==> config.mk <==
export PLATFORM = sky130hd
export DESIGN_NAME = instr_decode_stage
export DESIGN_NICKNAME = d
export VERILOG_FILES = /design/src/rtl/instr_fmt_pkg.sv /design/src/rtl/instr_field_extract.sv /design/src/rtl/instr_decode_stage.sv
export SDC_FILE = /design/constraint.sdc
export NUM_CORES = 1
export LEC_CHECK = 0
export ABC_AREA = 1
export CAP_MARGIN = 5
export CORE_MARGIN = 3
export CORE_UTILIZATION = 43
export CTS_CLUSTER_SIZE = 8
export DETAILED_ROUTE_END_ITERATION = 10
export PLACE_DENSITY_LB_ADDON = 0.1
export RECOVER_POWER = 50
export SETUP_SLACK_MARGIN = 0.5
export SYNTH_ARGS = -nofsm -noshare
export SYNTH_HDL_FRONTEND = slang
export SYNTH_SLANG_ARGS = --single-unit
==> constraint.sdc <==
create_clock -name CLK -period 1.3 [get_ports CLK]
set_input_delay 0.26 -clock CLK [delete_from_list [all_inputs] [get_ports CLK]]
set_output_delay 0.26 -clock CLK [all_outputs]
set_load 0.01 [all_outputs]
==> src/rtl/instr_fmt_pkg.sv <==
// Shared instruction-format constants and the buffered entry type for the
// decode stage. Optional reserved-bit check is enabled with DECODE_CHECK_EN.
package instr_fmt_pkg;

  localparam int INSTR_W    = 32;
  localparam int OPCODE_W   = 8;
  localparam int REG_ADDR_W = 3;
  localparam int FIELD_W    = 8;
  localparam int IMM_W      = 8;
  localparam int DEST_LSB   = 16;
  localparam int SRC1_LSB   = 8;
  localparam int SRC2_LSB   = 0;

  // One buffered instruction: occupancy flag, raw word, precomputed check bit.
  typedef struct packed {
    logic               valid;
    logic [INSTR_W-1:0] word;
    logic               illegal;
  } instr_entry_t;

  // True when any bit between the destination field and the opcode, or
  // between the source-1 field and the destination field, is set.
  function automatic logic reserved_nonzero(input logic [INSTR_W-1:0] w);
    logic r;
    r = 1'b0;
    for (int i = 0; i < INSTR_W; i++) begin
      if ((i >= DEST_LSB + REG_ADDR_W && i <= INSTR_W - OPCODE_W - 1) ||
          (i >= SRC1_LSB + REG_ADDR_W && i <= DEST_LSB - 1)) begin
        r = r | w[i];
      end
    end
    return r;
  endfunction

endpackage

==> src/rtl/instr_field_extract.sv <==
// Pure combinational splitter: pulls opcode, register indices and immediate
// out of one instruction word. Register indices are zero-extended.
module instr_field_extract #(
  parameter int INSTR_W    = instr_fmt_pkg::INSTR_W,
  parameter int OPCODE_W   = instr_fmt_pkg::OPCODE_W,
  parameter int REG_ADDR_W = instr_fmt_pkg::REG_ADDR_W,
  parameter int FIELD_W    = instr_fmt_pkg::FIELD_W,
  parameter int IMM_W      = instr_fmt_pkg::IMM_W,
  parameter int DEST_LSB   = instr_fmt_pkg::DEST_LSB,
  parameter int SRC1_LSB   = instr_fmt_pkg::SRC1_LSB,
  parameter int SRC2_LSB   = instr_fmt_pkg::SRC2_LSB
) (
  input  logic [INSTR_W-1:0]  word,
  output logic [OPCODE_W-1:0] opcode,
  output logic [FIELD_W-1:0]  write_reg,
  output logic [FIELD_W-1:0]  read_reg1,
  output logic [FIELD_W-1:0]  read_reg2,
  output logic [IMM_W-1:0]    immediate
);

  localparam int PAD_W = FIELD_W - REG_ADDR_W;

  // Immediate deliberately overlaps the source-2 field; both are driven.
  always_comb begin
    opcode    = word[INSTR_W-1 -: OPCODE_W];
    write_reg = {{PAD_W{1'b0}}, word[DEST_LSB +: REG_ADDR_W]};
    read_reg1 = {{PAD_W{1'b0}}, word[SRC1_LSB +: REG_ADDR_W]};
    read_reg2 = {{PAD_W{1'b0}}, word[SRC2_LSB +: REG_ADDR_W]};
    immediate = word[IMM_W-1:0];
  end

endmodule

==> src/rtl/instr_decode_stage.sv <==
// Registered instruction decode stage with a 2-entry skid buffer and
// synchronous flush. Define DECODE_CHECK_EN to flag reserved-bit violations.
//
// Handshake: a word transfers on a rising edge where valid && ready are both
// high on that side (accept = in_valid && in_ready, emit = out_valid &&
// out_ready). in_ready comes straight from a flop and is low exactly while the
// skid entry is occupied; outputs hold steady while out_valid && !out_ready.
module instr_decode_stage #(
  parameter int INSTR_W    = instr_fmt_pkg::INSTR_W,
  parameter int OPCODE_W   = instr_fmt_pkg::OPCODE_W,
  parameter int REG_ADDR_W = instr_fmt_pkg::REG_ADDR_W,
  parameter int FIELD_W    = instr_fmt_pkg::FIELD_W,
  parameter int IMM_W      = instr_fmt_pkg::IMM_W,
  parameter int DEST_LSB   = instr_fmt_pkg::DEST_LSB,
  parameter int SRC1_LSB   = instr_fmt_pkg::SRC1_LSB,
  parameter int SRC2_LSB   = instr_fmt_pkg::SRC2_LSB
) (
  input  logic                CLK,
  input  logic                RESET_N,
  input  logic                flush,
  input  logic                in_valid,
  input  logic [INSTR_W-1:0]  in_instr,
  output logic                in_ready,
  output logic                out_valid,
  input  logic                out_ready,
  output logic [OPCODE_W-1:0] out_opcode,
  output logic [FIELD_W-1:0]  out_write_reg,
  output logic [FIELD_W-1:0]  out_read_reg1,
  output logic [FIELD_W-1:0]  out_read_reg2,
  output logic [IMM_W-1:0]    out_immediate,
  output logic                out_illegal,
  output logic [1:0]          occupancy
);

  import instr_fmt_pkg::*;

  instr_entry_t main_q, main_n;
  instr_entry_t skid_q, skid_n;
  instr_entry_t new_entry;
  logic         in_ready_q;
  logic         accept;
  logic         emit;

  assign accept = in_valid && in_ready_q;
  assign emit   = main_q.valid && out_ready;

  // Build the entry for an incoming word; the check bit is settled at accept.
  always_comb begin
    new_entry.valid = 1'b1;
    new_entry.word  = in_instr;
`ifdef DECODE_CHECK_EN
    new_entry.illegal = reserved_nonzero(in_instr);
`else
    new_entry.illegal = 1'b0;
`endif
  end

  // Next contents of main/skid; flush wins, otherwise strict FIFO movement.
  always_comb begin
    main_n = main_q;
    skid_n = skid_q;
    if (flush) begin
      main_n.valid = 1'b0;
      skid_n.valid = 1'b0;
    end else if (!main_q.valid) begin
      if (accept) main_n = new_entry;
    end else if (emit) begin
      if (skid_q.valid) begin
        main_n = skid_q;
        if (accept) skid_n = new_entry;
        else        skid_n.valid = 1'b0;
      end else if (accept) begin
        main_n = new_entry;
      end else begin
        main_n.valid = 1'b0;
      end
    end else if (accept) begin
      skid_n = new_entry;
    end
  end

  // State registers; in_ready tracks the next skid occupancy so it is a flop.
  always_ff @(posedge CLK or negedge RESET_N) begin
    if (!RESET_N) begin
      main_q     <= '0;
      skid_q     <= '0;
      in_ready_q <= 1'b1;
    end else begin
      main_q     <= main_n;
      skid_q     <= skid_n;
      in_ready_q <= !skid_n.valid;
    end
  end

  instr_field_extract #(
    .INSTR_W    (INSTR_W),
    .OPCODE_W   (OPCODE_W),
    .REG_ADDR_W (REG_ADDR_W),
    .FIELD_W    (FIELD_W),
    .IMM_W      (IMM_W),
    .DEST_LSB   (DEST_LSB),
    .SRC1_LSB   (SRC1_LSB),
    .SRC2_LSB   (SRC2_LSB)
  ) u_extract (
    .word      (main_q.word),
    .opcode    (out_opcode),
    .write_reg (out_write_reg),
    .read_reg1 (out_read_reg1),
    .read_reg2 (out_read_reg2),
    .immediate (out_immediate)
  );

  assign in_ready    = in_ready_q;
  assign out_valid   = main_q.valid;
  assign out_illegal = main_q.valid && main_q.illegal;
  assign occupancy   = {1'b0, main_q.valid} + {1'b0, skid_q.valid};

endmodule

==> impl_results.md <==
- Slew @ Worst Pin: 692.6 ps
- Outcome: finished, violations left
- Synthesized instance count: 401
- Clock-pin slew on the worst setup and hold paths: 90 ps
- Clock buffer depth: 2
- Core ar.: 6422 um^2
- Final net count: 515
- Avg Inst Size Synth: 7.151 um^2
- Vias: 2,779
- Io pins: 82
- Post-Route WL: 8.201 mm
- Initial Utilization: 44.65%
- Final period util: 106.2%
- Clock period minus final worst setup slack: 1381 ps
- F_max: 724.0 MHz
- Synth cell types: 19
- Flops & latches, synth: 48
- Cell Area, Synth: 2868 um^2
- Max-slew violation count: 0
- Vias per std cell: 5.016
- Crit end category: register
- Die Width: 87.67 um
- Post-synth top cells: nand2_1, dfrtp_1, nand3_1
- Hold Crit Class: register to register
- Endpoints failing hold: 0
- Final Wtd Congestion: 0.7720
- Max_slew headroom: 53.83%
- Clock Skews: 8.238 ps
- Crit Path Max Fanout: 12
- Top_reg_cell synth: dfrtp_1
- Endpoints failing setup: 48
- Clk sink count: 48
- Worst path required time: 1500 ps
- Largest net degree at the start of global routing: 49
- First-pass DRT Iterations: 5
- FFs w/ async S/R, synth: 100.0%
- Area Overhead vs Synth: 45.51%
- Die H: 87.67 um
- CP startpoint kind: register
- Vias in the first global route: 2,639
- Layout cells sized above 1: 35.85%
- RSZ-0062 raised after global routing: true
- Critical path arrival: 1580 ps
- EDFF count, synth: 0
- FILL cells: 553
- Synthesis Warnings: 0
- Register area share after synthesis: 41.93%
- Post-route insts no fill: 554
- Maximum level of the CTS H-tree: 2
- Die area: 7685 um^2
- CTS tree: built
- Cells after DPL: 509
- Initial antenna violation count: 0
- Hpwl dp: 4.369 mm
- Failing checks: setup timing
- Final WS setup: -81.16 ps
- Clk Latency, worst-skew pair: 310 ps
- Most frequent cell after synthesis: nand2_1
- Area contributors post-synth: dfrtp_1, nand2_1, buf_4
- Max cap viols: 0
- Iter 0 DRT Violations: 214
- Num CTS Buffers: 5
- Pwr Total: 4.974 mW
- Antenna-violating nets left: 0
- PD cells: 1192 nW/um^2
- GRT Total Usage: 22.17%
- Num rows: 29
- DRC: 0
- Setup CP Type: register to register
- Pleak: 2.239 nW
- First-pass GRT wire length: 13.23 mm
- Port buffer count: 56
- Post-synth top area share: 41.01%
- Post-synth top area cell: dfrtp_1
- Per-cell routed wire length: 14.80 um
- Max VDD drop: 0.6642 mV
- Grt ovf: 0
- ANT cells: 0
- CTS root buf: clkbuf_8
[power breakdown]
part | leakage [nW] | internal [mW] | total (mW) | switching (mW)
combinational | 1.59 | 0.975 | 1.97 | 0.997
clock | 0.0410 | 0.368 | 0.888 | 0.520
sequential | 0.611 | 1.87 | 2.11 | 0.240
[metrics by stage]
step,utilization [%],TNS (ps),setup WS [ps],cell area (um^2),hold WS (ps)
final,64.97,-2160,-81.16,4173,486.5
after global placement,53.15,-9437,-254.8,3413,269.1
after CTS,62.91,-2017,-85.33,4040,478.2
after global routing,64.97,-5277,-142.6,4173,504.2
after floorplan,-,0,98.89,3007,-35.59
after detailed placement,53.15,-10800,-304.4,3413,273.3
[cell type report]
class	count	area [um^2]	area share, %
flip-flops and latches	48	1205	28.88
repair buffers	112	1125	26.96
multi-input cells	281	1538	36.85
clock buffers	6	72.57	1.739
clock inverters	1	5.005	0.1199
well taps	77	96.34	2.309
inverters	29	131.4	3.148
[what timing repair did]
action,in CTS,in global routing
endpoints found under the setup margin,78,78
endpoints found under the hold margin,47,0
gates cloned,10,1
pin swaps,16,7
resized for setup,212,25
buffers inserted,19,7
hold buffers,1,0
[path summary, 6_finish.rpt]
path,to,startpoint,cells past startpoint,slack (ps)
worst max-delay path,skid_q[17]$_DFFE_PN0P_,out_valid$_DFF_PN0_,7,-80
worst min-delay path,main_q[5]$_DFFE_PN0P_,main_q[5]$_DFFE_PN0P_,2,490
worst max register to register,skid_q[17]$_DFFE_PN0P_,out_valid$_DFF_PN0_,7,-80
worst min register to register,main_q[5]$_DFFE_PN0P_,main_q[5]$_DFFE_PN0P_,2,490
max in group asynchronous,skid_q[33]$_DFF_PN0_,RESET_N,3,170
min in group asynchronous,main_q[32]$_DFFE_PN0P_,RESET_N,3,620
[metal layers]
layer  GRT usage (%)  up-vias  part of all wire (%)
li1                -     1351                     -
met1           30.78     1322                    45
met2           35.41       95                    47
met3           3.669       11                   5.7
met4           6.974        0                   2.0
met5               0        -                     0
[state kept, by name, summed over array words and instances (netlist names)]
| signal | cells |
|---|---|
| in_ready | 1 |
| main_q | 23 |
| out_valid | 1 |
| skid_q | 23 |
[worst max-delay path, stage by stage, from the launching register on]
cell	delay (ps)
dfrtp_2	440
buf_8	160
nand3_4	90
buf_6	100
nand3_4	150
buf_12	210
nand2_1	60
o21ai_1	60
[cell families after synthesis]
kind of cell	share of synthesized area (%)
other cells	0.1308
fa+ha+maj	0.4362
simple gates	33.73
buf+inv	17.84
flops	41.93
compound gates	5.934
[placed cells by master (no fill, tap or decap), types with 15 or more instances in the layout]
master | synthesis | layout
conb_1 | 1 | 15
nand2_1 | 185 | 149
nand2_2 | 1 | 30
buf_6 | 0 | 20
clkdlybuf4s50_1 | 0 | 24
nand3_1 | 46 | 36
dfrtp_1 | 47 | 45
buf_2 | 13 | 26
inv_1 | 25 | 24
buf_4 | 43 | 23
Power figures use the tool's default switching activity.
